File: src/rtl/pea_pkg.sv
// Shared definitions for the PEA invoke controller: opcodes, next-mode
// encodings, FSM states, command word field positions and a log2 helper.
package pea_pkg;

    localparam logic [2:0] OP_STP = 3'd0;
    localparam logic [2:0] OP_EVP = 3'd1;
    localparam logic [2:0] OP_EVB = 3'd2;
    localparam logic [2:0] OP_RST = 3'd3;

    localparam logic [1:0] SETUP_INSTR = 2'b00;
    localparam logic [1:0] INSTR       = 2'b01;

    // Command word: [2:0] opcode, [7:3] arg2, [10:8] arg1, upper bits reserved
    localparam int CMD_OPC_LSB  = 0;
    localparam int CMD_ARG2_LSB = 3;
    localparam int CMD_ARG1_LSB = 8;
    localparam int CMD_RSVD_LSB = 11;

    typedef enum logic [2:0] {
        ST_SETUP  = 3'd0,
        ST_FETCH  = 3'd1,
        ST_DECODE = 3'd2,
        ST_CHECK  = 3'd3,
        ST_FIRE   = 3'd4,
        ST_WAIT   = 3'd5
    } pea_state_e;

    // Ceiling log2, used to size FIFO pointers from the buffer depth
    function automatic int log2(input int value);
        int r;
        r = 0;
        for (int i = 0; i < 31; i++) begin
            if ((1 << i) < value) r = i + 1;
        end
        return r;
    endfunction

endpackage

File: src/rtl/pea_resource_check.sv
// Combinational resource gate: data FIFO occupancy (modulo pointer
// difference) compared against what the latched mode needs.
module pea_resource_check
    import pea_pkg::*;
#(
    parameter int ADDR_W = 10
) (
    input  logic [ADDR_W-1:0] dat_wr_addr,
    input  logic [ADDR_W-1:0] dat_rd_addr,
    input  logic [ADDR_W-1:0] result_free_space,
    input  logic [ADDR_W-1:0] status_free_space,
    input  logic [2:0]        mode,
    input  logic [4:0]        arg2,
    output logic              ready
);

    logic [ADDR_W-1:0] dat_occ;
    logic [ADDR_W-1:0] arg2_ext;

    // Pointer subtraction wraps naturally at ADDR_W bits
    assign dat_occ  = dat_wr_addr - dat_rd_addr;
    assign arg2_ext = ADDR_W'(arg2);

    // Per-mode enable condition
    always_comb begin
        ready = 1'b0;
        case (mode)
            OP_STP:  ready = (dat_occ >= arg2_ext) && (result_free_space != '0);
            OP_EVP:  ready = (dat_occ != '0) && (result_free_space != '0)
                             && (status_free_space != '0);
            OP_EVB:  ready = (dat_occ >= arg2_ext) && (result_free_space >= arg2_ext)
                             && (status_free_space >= arg2_ext);
            OP_RST:  ready = 1'b1;
            default: ready = 1'b0;
        endcase
    end

endmodule

File: src/rtl/pea_invoke_ctrl.sv
// Invoke FSM for the PEA core: pops a command, validates it, waits for
// FIFO resources, fires a one-cycle start and waits for done.
// Optional watchdog on the WAIT state: define PEA_WATCHDOG_EN.
//
// state  | meaning
// SETUP  | idle, waiting for a command word
// FETCH  | pop command, latch opcode/arg1/arg2
// DECODE | validate latched command, drop if invalid
// CHECK  | wait until data/result/status FIFOs allow the mode
// FIRE   | one-cycle core_start
// WAIT   | wait for core_done (or watchdog expiry)
module pea_invoke_ctrl
    import pea_pkg::*;
#(
    parameter int word_size   = 16,
    parameter int buffer_size = 1024,
    parameter int WD_CYCLES   = 65535,
    localparam int ADDR_W     = log2(buffer_size)
) (
    input  logic                 clk,
    input  logic                 rst,
    input  logic [ADDR_W-1:0]    cmd_wr_addr,
    input  logic [ADDR_W-1:0]    cmd_rd_addr,
    input  logic [word_size-1:0] cmd_data,
    output logic                 cmd_rd_en,
    input  logic [ADDR_W-1:0]    dat_wr_addr,
    input  logic [ADDR_W-1:0]    dat_rd_addr,
    input  logic [ADDR_W-1:0]    result_free_space,
    input  logic [ADDR_W-1:0]    status_free_space,
    output logic                 core_start,
    output logic [7:0]           core_mode,
    output logic [2:0]           core_arg1,
    output logic [4:0]           core_arg2,
    input  logic                 core_done,
    output logic [1:0]           next_mode_out,
    output logic                 busy,
    output logic                 err_invalid,
    output logic                 err_timeout
);

    pea_state_e        state_q, state_d;
    logic [2:0]        mode_q, mode_d;
    logic [2:0]        arg1_q, arg1_d;
    logic [4:0]        arg2_q, arg2_d;
    logic [ADDR_W-1:0] cmd_occ;
    logic              res_ready;
    logic              cmd_invalid;
    logic              unused_rsvd;

`ifdef PEA_WATCHDOG_EN
    logic [15:0]       wd_q, wd_d;
`else
    logic [15:0]       unused_wd_limit;
    assign unused_wd_limit = 16'(WD_CYCLES);
    assign err_timeout     = 1'b0;
`endif

    assign cmd_occ     = cmd_wr_addr - cmd_rd_addr;
    assign unused_rsvd = ^cmd_data[word_size-1:CMD_RSVD_LSB];
    assign cmd_invalid = mode_q[2]
                         || (((mode_q == OP_STP) || (mode_q == OP_EVB)) && (arg2_q == '0));

    assign core_mode = {5'b0, mode_q};
    assign core_arg1 = arg1_q;
    assign core_arg2 = arg2_q;

    pea_resource_check #(.ADDR_W(ADDR_W)) u_res_check (
        .dat_wr_addr       (dat_wr_addr),
        .dat_rd_addr       (dat_rd_addr),
        .result_free_space (result_free_space),
        .status_free_space (status_free_space),
        .mode              (mode_q),
        .arg2              (arg2_q),
        .ready             (res_ready)
    );

    // State, latched command fields and watchdog counter
    always_ff @(posedge clk) begin
        if (!rst) begin
            state_q <= ST_SETUP;
            mode_q  <= '0;
            arg1_q  <= '0;
            arg2_q  <= '0;
`ifdef PEA_WATCHDOG_EN
            wd_q    <= '0;
`endif
        end else begin
            state_q <= state_d;
            mode_q  <= mode_d;
            arg1_q  <= arg1_d;
            arg2_q  <= arg2_d;
`ifdef PEA_WATCHDOG_EN
            wd_q    <= wd_d;
`endif
        end
    end

    // Next-state logic and Moore-style outputs
    always_comb begin
        state_d       = state_q;
        mode_d        = mode_q;
        arg1_d        = arg1_q;
        arg2_d        = arg2_q;
        cmd_rd_en     = 1'b0;
        core_start    = 1'b0;
        busy          = 1'b1;
        next_mode_out = INSTR;
        err_invalid   = 1'b0;
`ifdef PEA_WATCHDOG_EN
        wd_d          = wd_q;
        err_timeout   = 1'b0;
`endif
        case (state_q)
            ST_SETUP: begin
                busy          = 1'b0;
                next_mode_out = SETUP_INSTR;
                if (cmd_occ != '0) state_d = ST_FETCH;
            end
            ST_FETCH: begin
                next_mode_out = SETUP_INSTR;
                cmd_rd_en     = 1'b1;
                mode_d        = cmd_data[CMD_OPC_LSB +: 3];
                arg2_d        = cmd_data[CMD_ARG2_LSB +: 5];
                arg1_d        = cmd_data[CMD_ARG1_LSB +: 3];
                state_d       = ST_DECODE;
            end
            ST_DECODE: begin
                if (cmd_invalid) begin
                    err_invalid = 1'b1;
                    state_d     = ST_SETUP;
                end else begin
                    state_d     = ST_CHECK;
                end
            end
            ST_CHECK: begin
                if (res_ready) state_d = ST_FIRE;
            end
            ST_FIRE: begin
                core_start = 1'b1;
                state_d    = ST_WAIT;
`ifdef PEA_WATCHDOG_EN
                wd_d       = '0;
`endif
            end
            ST_WAIT: begin
                if (core_done) begin
                    state_d = ST_SETUP;
`ifdef PEA_WATCHDOG_EN
                end else if (wd_q == 16'(WD_CYCLES)) begin
                    err_timeout = 1'b1;
                    state_d     = ST_SETUP;
                end else begin
                    wd_d = wd_q + 16'd1;
`endif
                end
            end
            default: state_d = ST_SETUP;
        endcase
    end

endmodule

File: config.mk
export PLATFORM = sky130hd
export DESIGN_NAME = pea_invoke_ctrl
export DESIGN_NICKNAME = d
export VERILOG_FILES = /design/src/rtl/pea_pkg.sv /design/src/rtl/pea_resource_check.sv /design/src/rtl/pea_invoke_ctrl.sv
export SDC_FILE = /design/constraint.sdc
export NUM_CORES = 1
export LEC_CHECK = 0
export CAP_MARGIN = 20
export CORE_AREA = 3 3 55 107
export DETAILED_ROUTE_END_ITERATION = 8
export DIE_AREA = 0 0 58 110
export PLACE_DENSITY = 0.78
export SYNTH_ARGS = -nofsm -noshare
export SYNTH_HDL_FRONTEND = slang
export SYNTH_HIERARCHICAL = 1
export SYNTH_SLANG_ARGS = --single-unit
File: constraint.sdc
create_clock -name clk -period 7.38 [get_ports clk]
set_input_delay 0.738 -clock clk [delete_from_list [all_inputs] [get_ports clk]]
set_output_delay 0.738 -clock clk [all_outputs]
set_load 0.05 [all_outputs]
# == Word-level counts from Yosys, hierarchy flattened ==
# Cells that the tools add are included.
# classes
bitwise_logic,0
eq_ne,11
n_mul,0
order_cmp,3
n_mux,12
addsub,2
reduce_logical,17
div_mod_pow,0
n_shift,0
# op_table
op,n
10-bit nonzero test,4
10-bit by 5-bit greater-or-equal comparator with 1-bit output,3
10-bit subtractor,2
3-bit case mux with 6 select lines,1
"3-bit by 2-bit == test with 1-bit output, second input constant",4
3-bit two-way mux,3
"3-bit by 1-bit == test with 1-bit output, second input constant",2
"3-bit == test, second input constant",2
1-bit logical AND,6
3-bit zero test,2
1-bit two-way mux,6
"2-bit inequality test, second input constant",3
5-bit zero test,1
1-bit case mux with 4 select lines,1
3-bit AND reduction,1
1-bit logical OR,2
2-bit two-way mux,1
2-bit OR reduction,1
# word_totals
regBits,14
memories,0
latchBits,0
word_cells,49
output_inout_bits,23
ramBits,0
rom_bits,0

# == Depth between registers and ports, before layout ==
# Gate-level depths: netlist (run 1).
# depth
word_depth,7
depth_mapped,17
mapped_depth_nobuf,17

# == By module ==
# The synthesis (run 1) kept the hierarchy.
# by_module_without_submodules
module,cells_per_inst,area_per_inst_um2,seq_area_each_um2,instances
pea_invoke_ctrl,144,1086.0,280.3,1
pea_resource_check,126,937.1,0.0,1

# == Worst setup path before layout (run 1) ==
# No wires, ideal clock.
# synth_timing
kind,input to register
from,input port dat_wr_addr[0]
to,register state_q[0]
stages,15
setup_ns,0.077
path_buffers,0
arrival_ns,3.308
required_time_ns,7.303
setup_slack_ns,3.995
path_cell_list,inv_1 > ha_1 > inv_1 > fa_1 > a211oi_2 > nor3b_2 > a22o_1 > a211o_1 > nor4_2 > nor4_1 > o31a_1 > nand3b_1 > a21oi_1 > o21ai_0 > a41oi_2
# synth_between
elab_chain_len,7
word_cells_on_any_way,11
cone_classes,add/sub (1); order compare (1); eq/ne (1); mux (1); reduce/logical (7)
# synth_lines
item,line,source
from (decl),pea_invoke_ctrl.sv:26,"input logic [ADDR_W-1:0] dat_wr_addr,"
10-bit subtractor (*),pea_resource_check.sv:21,assign dat_occ = dat_wr_addr - dat_rd_addr;
10-bit by 5-bit greater-or-equal comparator with 1-bit output or 10-bit nonzero test (tied branches),"pea_resource_check.sv:28, pea_resource_check.sv:31, pea_resource_check.sv:29",
"1-bit logical AND, on equally long branches","pea_resource_check.sv:31, pea_resource_check.sv:29",
"1-bit logical AND, on equally long branches","pea_resource_check.sv:32, pea_resource_check.sv:30",
1-bit case mux with 4 select lines (*),pea_resource_check.sv:27,case (mode)
net res_ready,pea_invoke_ctrl.sv:46,logic res_ready;
2-bit inequality test (no line) (*),-,
3-bit AND reduction (no line) (*),-,
to (signal assigned),pea_invoke_ctrl.sv:88,state_q <= state_d;
to (decl),pea_invoke_ctrl.sv:41,"pea_state_e state_q, state_d;"
# Mark *: on every way through the listed nets, which the timed path passes. The rest lies on a longest branch.
# A chain may end at the register's enable or synchronous reset.

# == Final worst setup path (run 1) ==
# layout_timing
from,input port dat_rd_addr[0]
to,register state_q[0]
# layout_between
elab_chain_len,7
word_cells_on_any_way,11
cone_classes,add/sub (1); order compare (1); eq/ne (1); mux (1); reduce/logical (7)
# layout_lines
item,line,source
from (decl),pea_invoke_ctrl.sv:27,"input logic [ADDR_W-1:0] dat_rd_addr,"
10-bit subtractor (*),pea_resource_check.sv:21,
10-bit by 5-bit greater-or-equal comparator with 1-bit output or 10-bit nonzero test (tied branches),"pea_resource_check.sv:28, pea_resource_check.sv:31, pea_resource_check.sv:29",
"1-bit logical AND, on equally long branches","pea_resource_check.sv:31, pea_resource_check.sv:29",
"1-bit logical AND, on equally long branches","pea_resource_check.sv:32, pea_resource_check.sv:30",
1-bit case mux with 4 select lines (*),pea_resource_check.sv:27,
net res_ready,pea_invoke_ctrl.sv:46,
2-bit inequality test (no line) (*),-,
3-bit AND reduction (no line) (*),-,
# Marks and branches as above.

==> impl_metrics.ini, run 1 <==
[run_status]
status = finished, final reports clean

[synth]
yosysTopAreaCell = ha_1
ys.warnings.count = 6
synth_edf_count = 0
async_flop_share_pct = 0
synthTopCellsByArea = ha_1 20%, dfxtp_1 14%, nand2_1 6.7%
yosysSeqAreaShare_pct = 13.9
syn_area_um2 = 2020
synth_flop_cell = dfxtp_1
synth-seq-cells = 14
ys_types = 58
synth_top_area_share_pct = 20.4
syn_avg_cell_area_um2 = 7.49
synthCells = 270

[place]
hpwl_um = 4630
placed_area_um2 = 2930
place.port_buffers = 89
dp_slack_ps = 3110
gp_congestion = 0.840

[timing]
fin_skew_ps = 2.95
finalSetupTns_ps = 0
hold_viol_final = 0
slew_headroom_pct = 64.9
layout_setup_ws_ps = 3370
tightest_slew_ps = 524
fin_crit_sh_pct = 54.3
slew_violations = 0
fin_crit_ps = 4010
grt_setup_unrepaired = false
fmax_ghz = 0.249
finalSetupViolations = 0

[worst_setup_path]
r2r-start = core_arg2[4]
r2r_cells = 10
critPathCapture = state_q[0]
worstSetupStartpointType = input port
arrival_ps = 4180
critical_path_required_ps = 7550
crit_type = input port to flip-flop
rrSetupSlack_ps = 4940
startpoint = dat_rd_addr[0]
cp-end-kind = flip-flop
worst-path-max-fanout = 4
timing.rr.end = state_q[0]

[clock_network]
ctsHoldBuffers = 0
clockBufferDepth = 2
cts.sinks = 14
cts_tree = built
cts_made_buffers = 3
post_cts_resized = 0
clk_latency_ps = 240
ctsRootBufferMaster = clkbuf_8
post_cts_buffers = 0
path_clk_slew_ps = 60
htree_levels = 1

[detailed_routing]
wl_per_cell_um = 12.9
vias = 2193
drt_iter0_drc = 59
drtAntennaViolNets = 0
wirelength_um = 5340
drc = 0
first_pass_iters = 4
avgViaCountPerCell = 5.30

[floorplan]
num_rows = 37
ios = 102
fp.dieH_um = 110
design.die.area_um2 = 6380
start_util_pct = 39.0
die_x_um = 58
core-area_um2 = 5180

[global_route]
grt_pass1_vias = 2158
grt_pass1_wl_um = 8800
antenna_found_initial = 0
grt_max_degree = 15
grt_usage_pct = 17.0
global_route.overflow_total = 0

[cells_and_area]
area_growth_pct = 47.6
utilization_pct = 57.6
multi_input_area_um2 = 1560
final_common_cell = clkdlybuf4s50_1
drive_above_1_share_pct = 4.78
final_area_um2 = 2990
n_antenna_cell = 0
fin_nets = 470
regArea_um2 = 280
fill_cells = 477
layout.cells.most_common_list = 89 x clkdlybuf4s50_1, 36 x nand2_1, 34 x inv_1

[job]
max_cap_viol_count = 0

[pwr]
switching_share_pct = 46.8
ir_worst_vdd_mv = 0.160
power_frac_clock_pct = 13.7
leakagePower_nw = 1.30
powerDensity_nw_per_um2 = 179
p_seq_share_pct = 21.6
internal-power_mw = 0.285
p_sw_mw = 0.251
comb_power_share_pct = 64.7

[hold_path]
min-delay-start = core_arg1[2]
hold_class = flip-flop to flip-flop
[metrics by stage]
| step | power (mW) | hold slack (ps) | cells |
|---|---|---|---|
| finish | 0.535 | 464 | 414 |
| floorplan | 0.349 | 548 | 276 |
| global route | 0.582 | 483 | 414 |
| detailed placement | 0.464 | 460 | 410 |
| global placement | 0.456 | 454 | 410 |
| CTS | 0.540 | 468 | 414 |
[critical path: stages]
cell	delay (ps)
clkdlybuf4s50_1	460
ha_1	160
inv_1	60
fa_1	410
a211oi_2	300
nor3b_2	110
a22o_1	250
a211o_1	300
nor4_2	300
nor4_1	80
o31a_1	320
nand3b_1	160
a21oi_1	180
o21ai_0	150
a41oi_2	190
[routing by layer]
| layer | share of wire, % | track usage [%] |
|---|---|---|
| met3 | 5.1 | 2.33 |
| met1 | 33 | 15.5 |
| met4 | 2.5 | 5.64 |
| met2 | 59 | 36.1 |
| met5 | 0 | 0 |
[Yosys cell counts, types with 4 or more instances]
| library cell | n |
|---|---|
| a21oi_1 | 12 |
| nor2b_1 | 4 |
| a21o_1 | 7 |
| nor4_1 | 5 |
| a21boi_0 | 12 |
| xor2_1 | 5 |
| ha_1 | 33 |
| nand2_1 | 36 |
| buf_4 | 7 |
| nand2b_1 | 7 |
| o21ai_0 | 14 |
| nor2_1 | 15 |
| dfxtp_1 | 14 |
| inv_1 | 34 |
[final cells by class]
type,count,share of cell area (%)
multi-input combinational,215,52.2
tap,58,2.43
timing repair buffer,89,29.8
clock buffer,4,1.84
sequential,14,9.39
inverter,34,4.27
[cells by family (layout without fill, tap and decap cells)]
family	Yosys count	count (layout)	synth area share [%]
AO/OA/AOI/OAI	70	70	24.7
XOR/XNOR	8	8	3.46
adder cells (fa/ha/maj)	34	34	21.4
buffers and inverters	47	127	10.2
flip-flops	14	14	13.9
multiplexers	4	4	2.04
other	1	7	0.185
AND/OR/NAND/NOR	92	92	24.2
[how the worst min path moves through the flow]
stage / endpoint / slack, ps / cells after the start
after floorplan: state_q[1] / 550 / 2
after global placement: core_arg1[1] / 450 / 2
after detailed placement: core_arg1[2] / 460 / 2
after CTS: core_arg1[2] / 470 / 2
after global routing: core_arg1[2] / 480 / 2
final: core_arg1[2] / 460 / 2
[power groups by stage]
| stage | clock [mW] | sequential [mW] | combinational, mW |
|---|---|---|---|
| floorplan | 0 | 0.145 | 0.204 |
| global placement | 0 | 0.116 | 0.341 |
| detailed placement | 0 | 0.117 | 0.348 |
| CTS | 0.0763 | 0.115 | 0.349 |
| global route | 0.0805 | 0.119 | 0.382 |
| finish | 0.0735 | 0.116 | 0.346 |
[flip-flops by register name, indices dropped and copies added, names as in the netlist]
register   count
core_arg1      3
state_q        3
mode_q         3
core_arg2      5
(Power assumes the default switching activity.)
==> run 2: changes to the inputs <==
--- a/config.mk
+++ b/config.mk
@@ -6,10 +6,10 @@
 export NUM_CORES = 1
 export LEC_CHECK = 0
 export CAP_MARGIN = 20
-export CORE_AREA = 3 3 55 107
+export CORE_AREA = 3 3 57 111
 export DETAILED_ROUTE_END_ITERATION = 8
-export DIE_AREA = 0 0 58 110
-export PLACE_DENSITY = 0.78
+export DIE_AREA = 0 0 60 114
+export PLACE_DENSITY = 0.76
 export SYNTH_ARGS = -nofsm -noshare
 export SYNTH_HDL_FRONTEND = slang
 export SYNTH_HIERARCHICAL = 1
==> constraint.sdc (replaced) <==
create_clock -name clk -period 3.6 [get_ports clk]
set_input_delay 0.36 -clock clk [delete_from_list [all_inputs] [get_ports clk]]
set_output_delay 0.36 -clock clk [all_outputs]
set_load 0.05 [all_outputs]
==> run 2 against run 1 <==
Routed wire length is 9.5% higher. Clock skew is 4.3 ps higher. Largest power group unchanged. First-iteration DRC count up 47%. Combinational power rose by 110%. Global-route usage down 0.22 points. Critical path depth did not move. Clock power grew 110%. Final cell count grew 1.2%. Total power up 110%. Die area is 7.2% higher. Critical path type unchanged.
==> impl_metrics.ini, run 2 (synthesis gave the netlist of run 1 again) <==
[floorplan]
design.die.area_um2 = 6840
fp.dieH_um = 114
die_x_um = 60
start_util_pct = 36.7
ios = 102
core-area_um2 = 5520
num_rows = 38

[detailed_routing]
avgViaCountPerCell = 5.29
wirelength_um = 5850
drt_iter0_drc = 87
wl_per_cell_um = 14.0
drc = 0
vias = 2217
drtAntennaViolNets = 0
first_pass_iters = 4

[worst_setup_path]
path_cells = clkdlybuf4s50_1 > ha_1 > inv_1 > fa_2 > a211oi_4 > nor3b_2 > a22o_1 > a211o_1 > nor4_4 > nor4_1 > o31a_1 > nand3b_1 > a21oi_1 > o21ai_1 > a41oi_2
cp-end-kind = flip-flop
critical_path_required_ps = 3770
worst-path-max-fanout = 2
cp_num_buf_inv = 2
timing.rr.end = state_q[0]
cp_top_family = compound AO/OA/AOI/OAI gates
arrival_ps = 3610
crit_type = input port to flip-flop
crit_path_max_incr_delay_ps = 460
r2r_cells = 12
crit_slowest_cell = clkdlybuf4s50_1
r2r-start = core_arg2[0]
worstSetupStartpointType = input port
rrSetupSlack_ps = 1280

[timing]
finalSetupTns_ps = 0
tightest_slew_ps = 594
slew_violations = 0
slew_headroom_pct = 59.9
hold_viol_final = 0
fmax_ghz = 0.291
fin_crit_ps = 3440
fin_crit_sh_pct = 95.5
grt_setup_unrepaired = false
layout_setup_ws_ps = 162
finalSetupViolations = 0
fin_skew_ps = 7.20

[cells_and_area]
utilization_pct = 54.9
final_area_um2 = 3030
area_growth_pct = 49.7
final_common_cell = clkdlybuf4s50_1
largest_reg_flops = 5
n_antenna_cell = 0
regArea_um2 = 280
fin_nets = 473
drive_above_1_share_pct = 5.85
multi_input_area_um2 = 1580
fill_cells = 525
layout.cells.most_common_list = 89 x clkdlybuf4s50_1, 36 x nand2_1, 34 x inv_1

[pwr]
p_seq_share_pct = 21.2
switching_share_pct = 47.0
leakagePower_nw = 1.32
internal-power_mw = 0.592
comb_power_share_pct = 65.1
power_frac_clock_pct = 13.7
ir_worst_vdd_mv = 0.488
powerDensity_nw_per_um2 = 369
p_sw_mw = 0.525

[place]
dp_slack_ps = -97.0
hpwl_um = 5000
placed_area_um2 = 2960
gp_congestion = 0.969
place.port_buffers = 89

[global_route]
grt.busiest_layer = met2
use_met1_pct = 16.7
global_route.overflow_total = 0
use_met3_pct = 2.83
antenna_found_initial = 0
grt_usage_pct = 16.8
grt_use_met2_pct = 32.9
grt_pass1_wl_um = 9180
grt_pass1_vias = 2219
grt_max_degree = 15

[clock_network]
cts_made_buffers = 3
htree_levels = 1
cts.sinks = 14
cts_tree = built
path_clk_slew_ps = 60
clk_latency_ps = 250
post_cts_buffers = 0
ctsRootBufferMaster = clkbuf_8
clockBufferDepth = 2
ctsHoldBuffers = 0

[run_status]
status = finished, final reports clean

[hold_path]
hold_class = flip-flop to flip-flop
min-delay-start = core_arg1[2]
holdPathEnd = core_arg1[2]
min_delay_path_depth = 2

[job]
max_cap_viol_count = 0
## run 2: cell count changes in the layout (fill, tap and decap cells not counted), sizes merged
| cell | previous run | this run |
|---|---|---|
| buf | 0 | 3 |
## run 2: power groups by stage
stage / logic, mW / clock network (mW) / registers [mW]
after CTS: 0.723 / 0.160 / 0.238
after floorplan: 0.419 / 0 / 0.296
after global routing: 0.796 / 0.162 / 0.245
final: 0.727 / 0.153 / 0.237
after detailed placement: 0.719 / 0 / 0.241
after global placement: 0.704 / 0 / 0.239
## run 2: final cells by class
cell class	count	area share (%)
Tap cell	60	2.48
Multi-Input combinational cell	215	52.1
Inverter	34	4.21
Sequential cell	14	9.25
Clock buffer	4	1.82
Timing Repair Buffer	92	30.2
## run 2: tightest hold or removal path, delay by kind of cell, from the launching register on
family,cells,cell delay (ps)
AO/OA/AOI/OAI,1,70
flip-flops,1,310
AND/OR/NAND/NOR,1,40
## run 2: layer usage
| layer | vias to the layer above | part of all wire, % |
|---|---|---|
| met5 | - | 0 |
| met4 | 0 | 2.5 |
| met3 | 14 | 7.3 |
| met2 | 87 | 54 |
| met1 | 999 | 36 |
| li1 | 1117 | - |
## run 2: per-stage QoR
step	hold WS, ps	power, mW	cells
after detailed placement	460	0.959	415
after floorplan	505	0.715	276
after global routing	485	1.20	419
after CTS	468	1.12	419
final	469	1.12	419
after global placement	457	0.943	415
## run 2: repair_timing
item | CTS | global route
resized for setup | 0 | 4
hold endpoints to repair | 0 | 0
endpoints found under the setup margin | 0 | 1
## run 2: worst max-delay path by stage
stage	slack, ps	startpoint	depth (start not counted)	endpoint
CTS	160	dat_rd_addr[0]	15	state_q[0]
global placement	20	dat_rd_addr[0]	15	state_q[0]
floorplan	590	dat_wr_addr[0]	15	state_q[0]
global route	8	dat_wr_addr[0]	16	state_q[0]
detailed placement	-100	dat_rd_addr[0]	15	state_q[0]
finish	160	dat_rd_addr[0]	15	state_q[0]
